`config.mk`:
```
export PLATFORM = sky130hd
export DESIGN_NAME = sys_feeder
export DESIGN_NICKNAME = d
export VERILOG_FILES = /design/src/rtl/sys_feeder.sv
export SDC_FILE = /design/constraint.sdc
export NUM_CORES = 1
export LEC_CHECK = 0
export CORE_UTILIZATION = 55
export CTS_CLUSTER_SIZE = 14
export DETAILED_ROUTE_END_ITERATION = 16
export GPL_TIMING_DRIVEN = 0
export PLACE_DENSITY = 0.86
export SETUP_SLACK_MARGIN = 0.5
export SLEW_MARGIN = 20
export SYNTH_ARGS = -nofsm -noshare
export SYNTH_HDL_FRONTEND = slang
export SYNTH_SLANG_ARGS = --single-unit
```
`constraint.sdc`:
```
create_clock -name clk -period 2.6 [get_ports clk]
set_input_delay 0.26 -clock clk [delete_from_list [all_inputs] [get_ports clk]]
set_output_delay 0.26 -clock clk [all_outputs]
set_load 0.1 [all_outputs]
```
`src/rtl/sys_feeder.sv`:
```
// ---------------------------------------------------------------------------
// sys_feeder
// Feeds a systolic PE row. A pass has three phases:
//   1. ROW weight words are loaded and shifted down the PE chain.
//   2. Feature vectors are streamed from a small prefetch FIFO.
//   3. The skew pipeline drains before the pass completes.
// Lane i of every popped vector is delayed by i extra cycles. This produces
// the diagonal wavefront that the PE vector expects.
//
// Ports
//   clk, rst_n    clock, asynchronous active-low reset
//   start         one-cycle pass request, honoured only in IDLE
//   w_valid       weight word valid
//   w_ready       weight word accepted (high only in WLOAD)
//   w_data        weight word
//   f_valid       feature vector valid
//   f_ready       FIFO not full
//   f_data        feature vector, element i targets lane i
//   f_last        final vector of the pass
//   ctrl_out      registered, high while weight_out carries a fresh weight
//   weight_out    registered weight into the head of the PE chain
//   feature_out   registered, skewed feature lanes
//   busy          registered, high whenever the FSM is not IDLE
//   done          one-cycle pulse on the first IDLE cycle after a pass
//
// state  | meaning
// -------+--------------------------------------------------------------
// IDLE   | waiting for start; the FIFO may still prefetch vectors
// WLOAD  | accepting ROW weight words, one per w_valid handshake
// STREAM | popping one FIFO entry per cycle while the FIFO is non-empty
// DRAIN  | ROW cycles that flush the skew pipeline after the last vector
// ---------------------------------------------------------------------------
module sys_feeder #(
    parameter int WIDTH = 8,
    parameter int ROW   = 3,
    parameter int DEPTH = 4
) (
    input  logic                       clk,
    input  logic                       rst_n,
    input  logic                       start,
    input  logic                       w_valid,
    output logic                       w_ready,
    input  logic [WIDTH-1:0]           w_data,
    input  logic                       f_valid,
    output logic                       f_ready,
    input  logic [ROW-1:0][WIDTH-1:0]  f_data,
    input  logic                       f_last,
    output logic                       ctrl_out,
    output logic [WIDTH-1:0]           weight_out,
    output logic [ROW-1:0][WIDTH-1:0]  feature_out,
    output logic                       busy,
    output logic                       done
);

    localparam int AW = $clog2(DEPTH);
    localparam int CW = $clog2(ROW);
    localparam int EW = ROW * WIDTH + 1;
    localparam logic [CW-1:0] LAST_IDX = CW'(ROW - 1);

    typedef enum logic [1:0] {
        ST_IDLE,
        ST_WLOAD,
        ST_STREAM,
        ST_DRAIN
    } state_t;

    state_t state;
    logic [CW-1:0] wcnt;
    logic [CW-1:0] dcnt;

    // ---------------- feature FIFO ----------------
    logic [EW-1:0] mem [DEPTH];
    logic [AW:0]   wr_ptr;
    logic [AW:0]   rd_ptr;
    logic          full;
    logic          empty;
    logic          push;
    logic          pop;
    logic [EW-1:0] head;
    logic          head_last;
    logic [ROW-1:0][WIDTH-1:0] head_data;

    // Full when the pointers differ only in the wrap bit.
    assign full    = (wr_ptr[AW] != rd_ptr[AW]) && (wr_ptr[AW-1:0] == rd_ptr[AW-1:0]);
    assign empty   = (wr_ptr == rd_ptr);
    // f_ready ignores a same-cycle pop, so a full FIFO never accepts a push.
    assign f_ready = !full;
    assign push    = f_valid && !full;
    assign pop     = (state == ST_STREAM) && !empty;

    assign head      = mem[rd_ptr[AW-1:0]];
    assign head_last = head[EW-1];
    assign head_data = head[EW-2:0];

    always_ff @(posedge clk) begin
        if (push) begin
            mem[wr_ptr[AW-1:0]] <= {f_last, f_data};
        end
    end

    always_ff @(posedge clk or negedge rst_n) begin
        if (!rst_n) begin
            wr_ptr <= '0;
            rd_ptr <= '0;
        end else begin
            if (push) begin
                wr_ptr <= wr_ptr + 1'b1;
            end
            if (pop) begin
                rd_ptr <= rd_ptr + 1'b1;
            end
        end
    end

    // ---------------- skew pipeline ----------------
    // Lane i is a chain of i+1 registers. A cycle without a pop feeds zeros,
    // so gaps in the stream show up as zero bubbles on every lane.
    for (genvar i = 0; i < ROW; i++) begin : g_lane
        logic [WIDTH-1:0] stage [i+1];

        always_ff @(posedge clk or negedge rst_n) begin
            if (!rst_n) begin
                for (int k = 0; k <= i; k++) begin
                    stage[k] <= '0;
                end
            end else begin
                stage[0] <= pop ? head_data[i] : '0;
                for (int k = 1; k <= i; k++) begin
                    stage[k] <= stage[k-1];
                end
            end
        end

        assign feature_out[i] = stage[i];
    end

    // ---------------- control FSM ----------------
    assign w_ready = (state == ST_WLOAD);

    always_ff @(posedge clk or negedge rst_n) begin
        if (!rst_n) begin
            state      <= ST_IDLE;
            wcnt       <= '0;
            dcnt       <= '0;
            ctrl_out   <= 1'b0;
            weight_out <= '0;
            busy       <= 1'b0;
            done       <= 1'b0;
        end else begin
            ctrl_out <= 1'b0;
            done     <= 1'b0;
            case (state)
                ST_IDLE: begin
                    if (start) begin
                        state <= ST_WLOAD;
                        wcnt  <= '0;
                        busy  <= 1'b1;
                    end
                end
                ST_WLOAD: begin
                    if (w_valid) begin
                        weight_out <= w_data;
                        ctrl_out   <= 1'b1;
                        if (wcnt == LAST_IDX) begin
                            state <= ST_STREAM;
                        end else begin
                            wcnt <= wcnt + 1'b1;
                        end
                    end
                end
                ST_STREAM: begin
                    if (pop && head_last) begin
                        state <= ST_DRAIN;
                        dcnt  <= '0;
                    end
                end
                ST_DRAIN: begin
                    // ROW cycles: the last vector leaves lane ROW-1 on the
                    // final drain edge, and done follows one cycle later.
                    if (dcnt == LAST_IDX) begin
                        state <= ST_IDLE;
                        busy  <= 1'b0;
                        done  <= 1'b1;
                    end else begin
                        dcnt <= dcnt + 1'b1;
                    end
                end
                default: begin
                    state <= ST_IDLE;
                    busy  <= 1'b0;
                end
            endcase
        end
    end

endmodule

```
==> metrics.txt <==
total grt overflow=0; CTS tree=yes; total number of vias=3071; die footprint=11920 um2; Tmin final=2.097 ns; drt wl/cell=18.55 um; RR Startpoint=rd_ptr[1]; Sum Neg Setup Slack=0 ns; Starting Density=0.5726; clock-pin slew on the worst setup and hold paths=0.06 ns; DRT Pass-1 Iters=6; post-route ant nets=0; library cells used by synthesis=38; Worst Reg-to-Reg Cells=4; fin crit share=0.8066; synthesized cell area=6316 um2; clk buf depth=2; Critical Path Sink Type=output port; Worst Tran Pin Value=0.9734 ns; wirelength, routed=10.59 mm; 1st-iter DRT viols=176; Die X=109.2 um; Synth warnings=0; CP Data Required Time=2.34 ns; final hold viol count=0; Clk Latency, worst-skew pair=0.43 ns; die height=~110 um; crit path launch type=flip-flop; I/O pin count=75; clock buffer count from CTS=17; # rows=38; Post-Place Worst Slack=0.1809 ns; number of global-route vias before repair=3263; largest net degree at the start of global routing=60; Syn Area/Cell=19.55 um2; Filler cells=~690; sequential area share after synthesis=0.7567; maximum level of the CTS H-tree=4; first-pass GRT wire length=16.83 mm; Tot GR Track Use=0.2033; initial antenna violation count=0; worst hold path type=input port to asynchronous set/reset pin; Post-synth ARST share=0.4152; Core Area=11030 um2; root buffer cell=clkbuf_16; layout cells sized above 1=0.2367; dpl cells=538; P&R area growth vs syn=23.73%; Yosys reg bits=171; RSZ-0062 raised after global routing=true; CP Class=flip-flop to output port; Post-synth EDFFs=100; GP Congestion=0.6763; DR vias/cell=5.378; Remaining DRCs=0; Mapped Cells=roughly 320; FF-to-FF End=mem[3][20]; Data arrival, critical path=1.84 ns; diode count=0; Final nets=467; Fmax=476.8 MHz; status=finished clean; Final Non-Filler Cells=around 570; peak fanout along the critical path=9; WHS=0.2448 ns; skew final=0.008086 ns; setup ws final=0.5028 ns; Clock Sinks=between 150 and 200; ys flop type=edfxtp_1; buffers added on ports=74; Max-slew headroom=0.3536; Final Slew Violations=0; final setup vio count=0; Max-Cap Viols=0; Worst R2R Setup Slack=0.55 ns; Detail Placement HPWL=6.367 mm; Syn Nets=372
logic make-up after synthesis:
kind of cell	share of synthesized area
and+or+nand+nor	0.04160
muxes	0.1088
AOI/OAI and AO/OA	0.02556
adders and majority gates	0.02179
buffers and inverters	0.03209
DFF	0.7567
xor gates and xnor gates	0.01347
cell usage after synthesis (all sizes together), types with 4 or more instances:
master	count	share of area
and2	5	0.0050
buf	22	0.026
dfrtp	71	0.28
edfxtp	100	0.48
ha	11	0.022
inv	9	0.0053
mux2	10	0.018
mux4	25	0.090
nand2	7	0.0042
nor2b	24	0.024
o21ai	4	0.0032
xor2	5	0.0093
critical path, stage by stage (launching register included):
cell	delay [ns]
dfrtp_1	0.39
buf_6	0.16
xor2_2	0.21
or3_1	0.36
clkbuf_4	0.28
metrics by stage:
stage            util  cell area [um2]
6_report       0.7085             7815
5_1_grt        0.7085             7815
4_1_cts        0.7088             7819
3_5_place_dp   0.6586             7264
3_3_place_gp   0.6563             7239
2_1_floorplan       -             6324
repair_timing:
| item | CTS | global route |
|---|---|---|
| buffers inserted | 0 | 0 |
| endpoints found under the setup margin | 138 | 102 |
| cloned | 0 | 0 |
| gates resized for setup | 45 | 3 |
| endpoints found under the hold margin | 20 | 0 |
| pin swaps | 0 | 2 |
| hold buffers | 1 | 0 |
metal layers:
layer  part of all wire  up-vias  routed length (um)  GRT usage
met1               0.40     1566                4215     0.2383
met3              0.054       18                 567    0.06157
met2               0.53      107                5655     0.3491
met5                  0        -                   0          0
li1                   -     1380                   -          -
met4              0.015        0                 155    0.08398
final cells by class:
cell class                      instances  area, um2  area share
Sequential cell                       171       4780      0.6116
Multi-Input combinational cell        119       1346      0.1723
Timing Repair Buffer                   76      730.7     0.09350
Clock buffer                           21      503.0     0.06436
Tap cell                              140      175.2     0.02241
Buffer                                 24      168.9     0.02161
Clock inverter                         11      77.57    0.009926
Inverter                                9      33.78    0.004323
flip-flops by register name, summed over array words and instances (netlist names):
| register | cells |
|---|---|
| wr_ptr | 3 |
| busy | 1 |
| g_lane.stage | 32 |
| state | 2 |
| weight_out | 8 |
| done | 1 |
| rd_ptr | 3 |
| mem | 100 |
| wcnt | 2 |
| dcnt | 2 |
| feature_out | 16 |
| ctrl_out | 1 |
cell usage in the layout (no fill, tap or decap), types with 2 or more instances in the layout:
cell type / Yosys / final
inv_4: 0 / 4
nor2_1: 3 / 3
clkbuf_16: 0 / 19
inv_1: 9 / 9
xnor2_1: 3 / 3
clkinv_4: 0 / 2
mux4_2: 23 / 23
ha_1: 11 / 10
dfrtp_1: 71 / 71
a22o_1: 2 / 2
dlygate4sd2_1: 0 / 35
nand2b_1: 3 / 3
nand2_1: 7 / 7
clkinv_2: 0 / 3
and2_4: 0 / 4
edfxtp_1: 100 / 100
buf_2: 3 / 3
buf_4: 18 / 19
o21ai_0: 4 / 4
xor2_1: 3 / 3
clkdlybuf4s50_1: 0 / 36
and3_1: 2 / 2
nor2b_1: 24 / 24
clkbuf_1: 2 / 2
clkbuf_8: 0 / 2
xor2_2: 2 / 2
mux4_1: 2 / 2
mux2_2: 9 / 9
how the worst max path moves through the flow:
stage	start	end	slack [ns]
after floorplan	state[1]	state[1]	0.71
final	rd_ptr[0]	f_ready	0.50
after CTS	rd_ptr[0]	f_ready	0.29
after detailed placement	rd_ptr[1]	f_ready	0.18
after global placement	rst_n	g_lane[1].stage[11]	-1.09
after global routing	rd_ptr[1]	mem[3][20]	0.45
Power is not shown: default switching activity piles up to over one toggle a cycle in this logic, so the estimate is an artifact.
